==> src/rtl/spectrum_ram_pkg.sv <==
// rtl/spectrum_ram_pkg.sv - shared types, sizes and bank-address helper for spectrum_ram_ctrl
package spectrum_ram_pkg;

    typedef enum logic {
        FILL = 1'b0,
        FULL = 1'b1
    } wr_state_t;

    localparam int DEF_ADDR_WIDTH = 8;
    localparam int MAX_ADDR_WIDTH = 16;
    localparam int DEPTH          = 2 ** DEF_ADDR_WIDTH;
    localparam int DROP_CNT_WIDTH = 16;

    // Places the bank select just above an aw-bit bin index; callers cast to aw+1 bits.
    function automatic logic [MAX_ADDR_WIDTH:0] bank_addr(
        input logic                      bank,
        input logic [MAX_ADDR_WIDTH-1:0] idx,
        input int unsigned               aw
    );
        logic [MAX_ADDR_WIDTH:0] sel;
        sel = {{MAX_ADDR_WIDTH{1'b0}}, bank} << aw;
        return sel | {1'b0, idx};
    endfunction

endpackage

==> src/rtl/spectrum_wr_seq.sv <==
// rtl/spectrum_wr_seq.sv - fill/full sequencer: frame write counter, bank select, vsync-aligned swap
// Optional SPECTRUM_RAM_DROP_EN: never backpressure, discard frames arriving while full.
module spectrum_wr_seq
    import spectrum_ram_pkg::*;
#(
    parameter int ADDR_WIDTH = DEF_ADDR_WIDTH
) (
    input  logic                  clk,
    input  logic                  rst,
    input  logic                  s_valid,
    input  logic                  s_last,
    input  logic                  vsync_pulse,
    output logic                  s_ready,
    output logic                  beat_wr,
    output logic                  wr_bank,
    output logic [ADDR_WIDTH-1:0] wr_cnt,
    output logic                  frame_swapped
`ifdef SPECTRUM_RAM_DROP_EN
    ,
    output logic [DROP_CNT_WIDTH-1:0] drop_cnt
`endif
);

    localparam logic [ADDR_WIDTH-1:0] LAST_IDX = '1;

    wr_state_t             state, state_nxt;
    logic                  wr_bank_nxt;
    logic [ADDR_WIDTH-1:0] wr_cnt_nxt;
    logic                  frame_end;

`ifdef SPECTRUM_RAM_DROP_EN
    logic                      dropping, dropping_nxt;
    logic [DROP_CNT_WIDTH-1:0] drop_cnt_nxt;
`endif

    assign frame_end = s_last || (wr_cnt == LAST_IDX);

    always_comb begin
        state_nxt     = state;
        wr_bank_nxt   = wr_bank;
        wr_cnt_nxt    = wr_cnt;
        frame_swapped = 1'b0;
        beat_wr       = 1'b0;
`ifdef SPECTRUM_RAM_DROP_EN
        dropping_nxt  = dropping;
        drop_cnt_nxt  = drop_cnt;
        s_ready       = !rst;
`else
        s_ready       = !rst && (state == FILL);
`endif

        if (s_valid && s_ready) begin
`ifdef SPECTRUM_RAM_DROP_EN
            // A frame that started while full is discarded to its end, even across a swap.
            if (state == FULL || dropping) begin
                wr_cnt_nxt   = frame_end ? '0 : wr_cnt + 1'b1;
                dropping_nxt = !frame_end;
                if (frame_end && drop_cnt != '1) begin
                    drop_cnt_nxt = drop_cnt + 1'b1;
                end
            end else
`endif
            begin
                beat_wr = 1'b1;
                if (frame_end) begin
                    wr_cnt_nxt = '0;
                    state_nxt  = FULL;
                end else begin
                    wr_cnt_nxt = wr_cnt + 1'b1;
                end
            end
        end

        if (!rst && state == FULL && vsync_pulse) begin
            wr_bank_nxt   = ~wr_bank;
            frame_swapped = 1'b1;
            state_nxt     = FILL;
        end
    end

    always_ff @(posedge clk) begin
        if (rst) begin
            state    <= FILL;
            wr_bank  <= 1'b0;
            wr_cnt   <= '0;
`ifdef SPECTRUM_RAM_DROP_EN
            dropping <= 1'b0;
            drop_cnt <= '0;
`endif
        end else begin
            state    <= state_nxt;
            wr_bank  <= wr_bank_nxt;
            wr_cnt   <= wr_cnt_nxt;
`ifdef SPECTRUM_RAM_DROP_EN
            dropping <= dropping_nxt;
            drop_cnt <= drop_cnt_nxt;
`endif
        end
    end

endmodule

==> src/rtl/spectrum_ram_ctrl.sv <==
// rtl/spectrum_ram_ctrl.sv - double-buffered spectrum RAM controller with tear-free swap and 1-cycle reads
// Optional SPECTRUM_RAM_DROP_EN adds drop-instead-of-stall mode and the drop_cnt port.
module spectrum_ram_ctrl
    import spectrum_ram_pkg::*;
#(
    parameter int ADDR_WIDTH = DEF_ADDR_WIDTH,
    parameter int DATA_WIDTH = 8
) (
    input  logic                  clk,
    input  logic                  rst,
    input  logic                  s_valid,
    output logic                  s_ready,
    input  logic [DATA_WIDTH-1:0] s_data,
    input  logic                  s_last,
    input  logic                  vsync_pulse,
    input  logic                  rd_en,
    input  logic [ADDR_WIDTH-1:0] rd_addr,
    output logic [DATA_WIDTH-1:0] rd_data,
    output logic                  rd_valid,
    output logic                  ram_wea,
    output logic [ADDR_WIDTH:0]   ram_addra,
    output logic [DATA_WIDTH-1:0] ram_dina,
    output logic                  ram_web,
    output logic [ADDR_WIDTH:0]   ram_addrb,
    input  logic [DATA_WIDTH-1:0] ram_doutb,
    output logic                  frame_swapped
`ifdef SPECTRUM_RAM_DROP_EN
    ,
    output logic [DROP_CNT_WIDTH-1:0] drop_cnt
`endif
);

    logic                  beat_wr;
    logic                  wr_bank;
    logic [ADDR_WIDTH-1:0] wr_cnt;

    spectrum_wr_seq #(
        .ADDR_WIDTH(ADDR_WIDTH)
    ) u_wr_seq (
        .clk          (clk),
        .rst          (rst),
        .s_valid      (s_valid),
        .s_last       (s_last),
        .vsync_pulse  (vsync_pulse),
        .s_ready      (s_ready),
        .beat_wr      (beat_wr),
        .wr_bank      (wr_bank),
        .wr_cnt       (wr_cnt),
        .frame_swapped(frame_swapped)
`ifdef SPECTRUM_RAM_DROP_EN
        ,
        .drop_cnt     (drop_cnt)
`endif
    );

    // Write port is idle-zero so the RAM sees clean inputs outside beats and in reset.
    assign ram_wea   = beat_wr;
    assign ram_addra = beat_wr
        ? (ADDR_WIDTH+1)'(bank_addr(wr_bank, MAX_ADDR_WIDTH'(wr_cnt), ADDR_WIDTH))
        : '0;
    assign ram_dina  = beat_wr ? s_data : '0;

    // Display always reads the bank opposite the writer, so ports never collide.
    assign ram_web   = rd_en;
    assign ram_addrb = (ADDR_WIDTH+1)'(bank_addr(~wr_bank, MAX_ADDR_WIDTH'(rd_addr), ADDR_WIDTH));

    always_ff @(posedge clk) begin
        if (rst) begin
            rd_valid <= 1'b0;
            rd_data  <= '0;
        end else begin
            rd_valid <= rd_en;
            rd_data  <= rd_en ? ram_doutb : '0;
        end
    end

endmodule
==> config.mk <==
export PLATFORM = sky130hd
export DESIGN_NAME = spectrum_ram_ctrl
export DESIGN_NICKNAME = d
export VERILOG_FILES = /design/src/rtl/spectrum_ram_pkg.sv /design/src/rtl/spectrum_wr_seq.sv /design/src/rtl/spectrum_ram_ctrl.sv
export SDC_FILE = /design/constraint.sdc
export NUM_CORES = 1
export LEC_CHECK = 0
export ABC_AREA = 0
export CORE_MARGIN = 1.5
export CORE_UTILIZATION = 37
export DETAILED_ROUTE_END_ITERATION = 6
export PLACE_DENSITY = 0.84
export SYNTH_ARGS = -nofsm -noshare
export SYNTH_HDL_FRONTEND = slang
export SYNTH_HIERARCHICAL = 1
export SYNTH_SLANG_ARGS = --single-unit
==> constraint.sdc <==
create_clock -name clk -period 2.8 [get_ports clk]
set_clock_uncertainty 0.1 [all_clocks]
set_input_delay 0.56 -clock clk [delete_from_list [all_inputs] [get_ports clk]]
set_output_delay 0.56 -clock clk [all_outputs]
set_load 0.005 [all_outputs]
==> impl_metrics.yaml, run 1 <==
run_status:
  status: "finished clean"
global_route:
  grt_overflow: 0
  grt_pass1_vias: 753
  grt_max_degree: 24
  grt_use_total: 0.154
  grt_pass1_wl_um: 3440
  antenna_found_initial: 0
synth:
  ys_ff_latch: 19
  synth.area.top_cells: "dfxtp_1 (39%), and2_2 (10%), and3b_1 (7.2%), buf_4 (6.9%), a211oi_1 (3.8%)"
  synth_edf_count: 0
  synth.net_count: 130
  synth_area_um2: 976
  synthCells: 99
  ys_seq_area_frac: 0.390
  netlist.area_leader.share: 0.390
  yosysUniqueCellTypes: 29
  synth.most_common_cell: "dfxtp_1"
  yosys_warnings: 6
  synthFlopType: "dfxtp_1"
  async_flop_share: 0
  avgSynthCellArea_um2: 9.86
  synth_common_cells: "dfxtp_1 (19), and2_2 (13), buf_4 (9), and3b_1 (8), a211oi_1 (5)"
  yosys.area.top_type: "dfxtp_1"
worst_setup_path:
  critPathCaptureType: "output pin"
  r2r_slack_ps: 840
  startpoint_type: "input pin"
  crit_fanout: 4
  arrival_ps: 2090
  cp.required_ps: 2140
  critPathKind: "in2out"
layout:
  num-nets-final: 180
  layoutNonFillerInstCount: 178
  syn_to_final_growth_pct: 52.7
  diodes: 0
  drive_gt1_frac: 0.182
power_and_ir_drop:
  ir_drop_mv: 0.288
  p_leak_nw: 0.684
  p_per_area_mw_per_mm2: 351
  finalPower_mw: 0.524
clock_tree:
  clk_transition_reported_paths_ps: 110
  clock_tree.buffer_depth: 2
  hold_buffers: 0
  cts_root_buf: "clkbuf_4"
  cts_buffers: 3
  clock_latency_ps: 300
  cts-resized-gates: 22
  htreeDepth: 1
  cts_setup_buffers: 0
  cts_tree: "done"
  cts_sinks: 19
timing:
  worst_pin_slew_ps: 594
  clock.fmax_ghz: 0.364
  hold_violations: 0
  setup_tns_ps: 0
  rsz0062_at_grt: "false"
  setup_slack_ps: 53.3
  fin_crit_ps: 2750
  relSlewSlack: 0.602
  drv_slew: 0
  fin_crit_sh: 0.981
  setup_viol: 0
placed_design:
  dp_cells: 173
  dp_slack_ps: -161
  io_buffer_count: 52
  gp_congestion: 0.807
floorplanning:
  ios: 69
  die_w_um: 54.4
  die_y_um: 54.4
  die_area_mm2: 0.00296
  num_rows: 18
  core_mm2: 0.00248
  initial_utilization: 0.394
detailed_routing:
  drtAntennaViolNets: 0
  routed_wl_um: 2380
  vias: 871
  avgViaCountPerCell: 4.89
  wl_per_cell_um: 13.4
  drt_iter0_drc: 8
  drc_errors: 0
  first_pass_iters: 3
worst_hold_path:
  hold_class: "reg2reg"
job:
  maxCapViolCount: 0
[sequential cells by signal, summed over array words and instances (netlist names)]
signal	cells
u_wr_seq/state	1
u_wr_seq/wr_bank	1
rd_data	8
rd_valid	1
u_wr_seq/wr_cnt	8
[cell usage in the layout, fill, tap and decap left out, types with 2 or more instances in the layout]
cell             count
buf_4                2
nor3_1               3
a211oi_1             5
clkbuf_4             3
or4_1                4
o31ai_1              4
dfxtp_1             19
nand2_1              3
nand3_1              2
buf_6                2
and2_2              13
dlygate4sd2_1       18
nor2_1               3
inv_1                3
and2_1               4
clkdlybuf4s50_1     34
xor2_1               2
and3b_1              8
[critical path, cell delays in order]
cell and delay (ps):
clkdlybuf4s50_1 420, or3b_4 400, inv_4 80, buf_2 130, clkdlybuf4s50_1 490
[final timing paths]
kind,depth (start not counted),endpoint,startpoint
hold reg to reg,2,u_wr_seq/wr_cnt[6]$_SDFFE_PP0P_,u_wr_seq/wr_cnt[6]$_SDFFE_PP0P_
setup / recovery,5,ram_wea,rst
setup reg to reg,4,u_wr_seq/wr_cnt[0]$_SDFFE_PP0P_,u_wr_seq/state$_SDFFE_PP0P_
hold / removal,2,u_wr_seq/wr_cnt[6]$_SDFFE_PP0P_,u_wr_seq/wr_cnt[6]$_SDFFE_PP0P_
[through the flow]
stage / instance area, µm² / hold WS, ps / utilization
floorplan: 976 / 366 / -
global placement: 1470 / 391 / 0.593
detailed placement: 1470 / 402 / 0.593
CTS: 1490 / 423 / 0.602
global route: 1490 / 443 / 0.602
finish: 1490 / 418 / 0.602
[routing by layer]
| metal | global-route usage | vias up | part of all wire |
|---|---|---|---|
| met4 | 0.0500 | 0 | 0.0080 |
| met3 | 0.0246 | 2 | 0.051 |
| met2 | 0.261 | 26 | 0.51 |
| met1 | 0.199 | 402 | 0.43 |
| li1 | - | 441 | - |
| met5 | 0 | - | 0 |
[cell families (layout without fill, tap and decap cells)]
logic type      after synthesis  after routing  share of synthesized area
simple gates                 46             46                      0.333
xor+xnor                      3              3                     0.0269
buf+inv                      16             65                      0.112
fa+ha+maj                     1              1                     0.0128
mux                           1              1                     0.0103
compound gates               13             13                      0.115
flops                        19             19                      0.390
[report_power, final]
part           leakage, nW  internal, mW  switching (mW)
Combinational        0.512        0.0648          0.0327
Sequential           0.155         0.279         0.00486
Clock               0.0177        0.0531          0.0895
Total                0.684         0.397           0.127
[final cells by class]
type	instances	area (µm²)
inverter	4	17.5
tap	30	37.5
fill	235	987
clock buffer	3	22.5
clock inverter	1	5.00
sequential	19	380
timing repair buffer	57	541
multi-input combinational	64	487
Power figures use the tool's default switching activity.
==> run 2: changes to the inputs <==
--- a/config.mk
+++ b/config.mk
@@ -5,7 +5,6 @@
 export SDC_FILE = /design/constraint.sdc
 export NUM_CORES = 1
 export LEC_CHECK = 0
-export ABC_AREA = 0
 export CORE_MARGIN = 1.5
 export CORE_UTILIZATION = 37
 export DETAILED_ROUTE_END_ITERATION = 6
==> results of run 2 <==
Final layout, timing and power as in run 1 (identical DEF).
